<file path="config.mk">
export PLATFORM = sky130hd
export DESIGN_NAME = flow_control_credit_pipe
export DESIGN_NICKNAME = d
export VERILOG_FILES = /design/src/rtl/flow_control_credit_pipe.sv
export SDC_FILE = /design/constraint.sdc
export NUM_CORES = 1
export LEC_CHECK = 0
export ABC_AREA = 1
export CAP_MARGIN = 40
export CORE_ASPECT_RATIO = 1.5
export CORE_MARGIN = 2
export CORE_UTILIZATION = 50
export CTS_CLUSTER_SIZE = 28
export DETAILED_ROUTE_END_ITERATION = 10
export MAX_ROUTING_LAYER = met4
export PLACE_DENSITY = 0.71
export SYNTH_ARGS = -nofsm -noshare
export SYNTH_HDL_FRONTEND = slang
export SYNTH_SLANG_ARGS = --single-unit
</file>
<file path="constraint.sdc">
create_clock -name clk -period 2.83 [get_ports clk]
set_clock_uncertainty 0.05 [all_clocks]
set_input_delay 0.566 -clock clk [delete_from_list [all_inputs] [get_ports clk]]
set_output_delay 0.566 -clock clk [all_outputs]
set_load 0.005 [all_outputs]
</file>
<file path="src/rtl/flow_control_credit_pipe.sv">
// Credit-based valid/ready controller around a fixed-latency, free-running operator with a result FIFO.
// Define FLOW_CTRL_BYPASS_EN to let a retiring result skip an empty FIFO and reach out_data combinationally.
module flow_control_credit_pipe #(
    parameter int LATENCY = 1,
    parameter int DATA_W  = 32,
    parameter int DEPTH   = 4,
    parameter int CNT_W   = $clog2(DEPTH + 1)
) (
    input  logic              clk,
    input  logic              rst,
    input  logic              en,
    input  logic              flush,
    input  logic              reset_state,
    input  logic              in_vld,
    output logic              in_rdy,
    output logic              do_operation,
    input  logic [DATA_W-1:0] result_in,
    output logic              out_vld,
    input  logic              out_rdy,
    output logic [DATA_W-1:0] out_data,
    output logic              busy,
    output logic [CNT_W-1:0]  used
);

`ifdef FLOW_CTRL_BYPASS_EN
    localparam bit BYPASS = 1'b1;
`else
    localparam bit BYPASS = 1'b0;
`endif

    localparam int               PTR_W   = (DEPTH > 1) ? $clog2(DEPTH) : 1;
    localparam logic [CNT_W-1:0] DEPTH_C = CNT_W'(DEPTH);
    localparam logic [PTR_W-1:0] LAST_P  = PTR_W'(DEPTH - 1);

    logic [LATENCY-1:0] r_issued;
    logic [DATA_W-1:0]  r_mem [DEPTH];
    logic [PTR_W-1:0]   r_head;
    logic [PTR_W-1:0]   r_tail;
    logic [CNT_W-1:0]   r_occ;
    logic [CNT_W-1:0]   r_used;
    logic [DATA_W-1:0]  r_last;

    logic              w_in_rdy;
    logic              w_do_op;
    logic              w_retire;
    logic              w_fifo_nonempty;
    logic              w_bypass_vld;
    logic              w_out_vld;
    logic              w_pop;
    logic              w_fifo_rd;
    logic              w_fifo_wr;
    logic              w_mem_we;
    logic [DATA_W-1:0] w_out_data;

    function automatic logic [PTR_W-1:0] ptr_inc(input logic [PTR_W-1:0] p);
        return (p == LAST_P) ? '0 : p + 1'b1;
    endfunction

    // Credits are reserved at issue, so a retiring result always has a free FIFO slot.
    assign w_in_rdy        = rst & en & ~flush & ~reset_state & (r_used < DEPTH_C);
    assign w_do_op         = in_vld & w_in_rdy;
    assign w_retire        = r_issued[LATENCY-1];
    assign w_fifo_nonempty = (r_occ != '0);
    assign w_bypass_vld    = BYPASS & w_retire & ~w_fifo_nonempty;
    assign w_out_vld       = w_fifo_nonempty | w_bypass_vld;
    assign w_pop           = w_out_vld & out_rdy;
    assign w_fifo_rd       = w_pop & w_fifo_nonempty;
    assign w_fifo_wr       = w_retire & ~(w_bypass_vld & out_rdy);
    assign w_mem_we        = w_fifo_wr & ~reset_state;

    // An empty FIFO keeps showing the last result handed downstream.
    assign w_out_data = w_fifo_nonempty ? r_mem[r_head] :
                        (w_bypass_vld ? result_in : r_last);

    always_ff @(posedge clk) begin
        if (w_mem_we) begin
            r_mem[r_tail] <= result_in;
        end
    end

    always_ff @(posedge clk or negedge rst) begin
        if (!rst) begin
            r_issued <= '0;
            r_head   <= '0;
            r_tail   <= '0;
            r_occ    <= '0;
            r_used   <= '0;
            r_last   <= '0;
        end else if (reset_state) begin
            r_issued <= '0;
            r_head   <= '0;
            r_tail   <= '0;
            r_occ    <= '0;
            r_used   <= '0;
        end else begin
            r_issued[0] <= w_do_op;
            for (int i = 1; i < LATENCY; i++) begin
                r_issued[i] <= r_issued[i-1];
            end
            if (w_fifo_wr) begin
                r_tail <= ptr_inc(r_tail);
            end
            if (w_fifo_rd) begin
                r_head <= ptr_inc(r_head);
            end
            if (w_pop) begin
                r_last <= w_out_data;
            end
            r_occ  <= r_occ + CNT_W'(w_fifo_wr) - CNT_W'(w_fifo_rd);
            r_used <= r_used + CNT_W'(w_do_op) - CNT_W'(w_pop);
        end
    end

    assign in_rdy       = w_in_rdy;
    assign do_operation = w_do_op;
    assign out_vld      = w_out_vld;
    assign out_data     = w_out_data;
    assign busy         = (|r_issued) | w_fifo_nonempty;
    assign used         = r_used;

endmodule

</file>
==> out/metrics.cfg <==
[route]
drtIter0Drc = 358
dr.pass1.iters = 5
vias_per_cell = 5.12
wl_per_cell_um = 16.1
wirelength_mm = 17.5
vias = 5559
drc = 0
detail-route-antenna-nets = 0

[timing]
setup_viol = 0
fmax_ghz = 0.362
fin_crit_ns = 2.76
final_hold_viol_count = 0
tightest_slew_ns = 0.718
setup_tns_ns = 0
rsz0062_at_grt = no
slew_violations = 0
slew_headroom_pct = 52.1
post-route-period-util_pct = 97.6
hold_slack_ns = 0.214

[clocking]
path_clk_slew_ns = 0.06
clockBufferDepth = 2
holdBufCountCts = 0
clkLatencyLatePin_ns = 0.43
clock_sinks = 171
clockRootBuffer = clkbuf_16
cts_made_buffers = 17
cts_tree = built
ctsHtreeMaxLevel = 4

[setup_path]
path_depth = 6
critPathCaptureType = primary output
slowest_delay_ns = 0.44
rr_worst_depth = 12
crit_start = r_occ[1]
cp_data_arrival_time_ns = 2.15
critPathLaunchType = register
crit_buf_inv = 2
crit_fanout = 20
crit_family = simple AND/OR/NAND/NOR gates
critPathSlowestCell = clkdlybuf4s50_1
rrSetupSlack_ns = 0.47
crit_required_ns = 2.21
critPathKind = reg2out
path_cells = nor2_4, nand2_4, buf_12, or2_2, and2_1, clkdlybuf4s50_1
timing.rr.end = r_occ[2]
cp-endpoint = out_data[30]
reg2reg_from = r_occ[1]

[logic_synthesis]
synth_commonest_cells = nand2_1, inv_1, nand3_1, edfxtp_1, dfrtp_1
synthTopCellsByArea = edfxtp_1, dfrtp_1, nand2_1
syn-num-nets = 836
syn_inst = 786
synthFlopType = edfxtp_1
yosys_warnings = 0
synth_top_area_share_pct = 49.5
avgSynthCellArea_um2 = 9.88
yosysMostFrequentCell = nand2_1
ys_async_sr_fraction_pct = 25.1
synth_edf_count = 128
ys_seq_area_share_pct = 63.4
yosysUniqueCellTypes = 27
synth_seq_cells = 171
post-synth-top-area-cell = edfxtp_1
syn_area_um2 = 7760

[pwr]
total_power_mw = 9.37
ir_worst_vdd_uv = 754
leakage_nw = 4.31
power_density_nw_per_um2 = 981

[finish]
fillCellCount = 1185
drive_gt1_share_pct = 8.91
areaGrowthSynthToFinish_pct = 23.0
diodes = 0
nNetsFinal = 924

[outcome]
status = finished clean

[placed_design]
port_buffers = 77
gp_congestion = 0.792
hpwlAfterDp_mm = 11.0

[flow_run]
maxCapViolCount = 0

[global_routing]
grt_max_degree = 44
overflow = 0
antenna_found_initial = 0
grt_pass1_wl_mm = 27.8
grt_usage_pct = 22.7
first_global_vias = 5884

[floorplanning]
num_io_pins = 78
dieWidth_um = 106
core.rowCount = 55
design.die.area_um2 = 16600
die_h_um = 157
initial_utilization_pct = 51.3
core_um2 = 15100

[worst_hold_path]
hold_path_class = in2async

-- worst min path at each step --
stage	start	end	slack, ns
finish	rst	used[2]	0.21
global route	rst	used[1]	0.26
CTS	rst	used[2]	0.23
detailed placement	r_last[0]	r_last[0]	0.41
global placement	r_last[25]	r_last[25]	0.40
floorplan	rst	r_head[0]	0.22
-- registers in the layout, indices dropped and copies added (netlist names) --
register / flops
r_tail: 2
used: 3
r_last: 32
r_mem: 128
r_occ: 3
r_issued: 1
r_head: 2
-- where the power goes --
part	total [mW]	switching, mW	leakage (nW)	internal, mW
clock network	2.48	0.934	0.305	1.55
logic	3.78	1.86	2.31	1.92
registers	3.11	0.146	1.70	2.96
total	9.37	2.94	4.31	6.43
-- per-stage QoR --
stage	area, um2	std cells	setup WS (ns)	util (%)
6_report	9550	1086	0.0682	63.1
5_1_grt	9550	1086	0.00476	63.1
4_1_cts	9490	1085	0.00639	62.7
3_5_place_dp	8840	1052	0.104	58.4
3_3_place_gp	8840	1052	0.139	58.4
2_1_floorplan	7760	786	0.0611	-
-- layout by cell type, fill, tap and decap left out --
cell type | Yosys | routed
nand3_1 | 130 | 130
inv_4 | 0 | 1
or2_2 | 11 | 11
dfrtp_2 | 0 | 1
buf_4 | 4 | 20
inv_1 | 147 | 147
fa_1 | 2 | 2
nor2_1 | 11 | 7
o22ai_1 | 1 | 1
or2_0 | 20 | 20
clkdlybuf4s50_1 | 0 | 70
a21oi_1 | 1 | 1
nand2_4 | 0 | 1
clkbuf_16 | 0 | 18
buf_8 | 0 | 1
xnor2_1 | 1 | 1
clkinvlp_4 | 0 | 3
clkbuf_8 | 0 | 3
nand2_1 | 203 | 203
dlymetal6s2s_1 | 0 | 6
buf_6 | 3 | 1
buf_2 | 18 | 1
inv_2 | 2 | 1
xor2_1 | 2 | 2
and2_1 | 34 | 34
dfrtp_1 | 43 | 42
edfxtp_1 | 128 | 128
nor2_4 | 1 | 6
nor4_1 | 1 | 1
or2_1 | 1 | 1
o21ai_0 | 2 | 2
buf_12 | 0 | 3
bufinv_16 | 0 | 4
clkbuf_1 | 8 | 1
ha_1 | 9 | 9
inv_6 | 0 | 1
clkinv_2 | 0 | 3
-- metal layers --
metal  global-route usage, %  routed length (um)  up-vias
li1                        -                   -     2646
met1                    23.3                6480     2699
met2                    41.5                9740      177
met3                    4.96                 887       37
met4                    10.0                 412        0
met5                       -                   0        -
-- kinds of logic after synthesis --
family / share of synthesized area, %
simple gates: 24.4
buf+inv: 9.62
compound gates: 0.274
flops: 63.4
xor+xnor: 0.338
fa+ha+maj: 1.97
-- area by class of cell --
| cell class | count | area (um2) | share of cell area, % |
|---|---|---|---|
| clock inverter | 11 | 166 | 1.74 |
| multi-input combinational | 432 | 2140 | 22.4 |
| sequential | 171 | 4920 | 51.5 |
| timing repair buffer | 103 | 1040 | 10.9 |
| clock buffer | 21 | 470 | 4.93 |
| tap | 199 | 249 | 2.61 |
| inverter | 149 | 562 | 5.88 |
-- repair_timing --
| action | in CTS | in global routing |
|---|---|---|
| pin swaps | 0 | 1 |
| setup endpoints to repair | 5 | 26 |
| resized for setup | 1 | 11 |
| setup buffers | 1 | 0 |
| cloned | 0 | 1 |
Power figures use the tool's default switching activity.
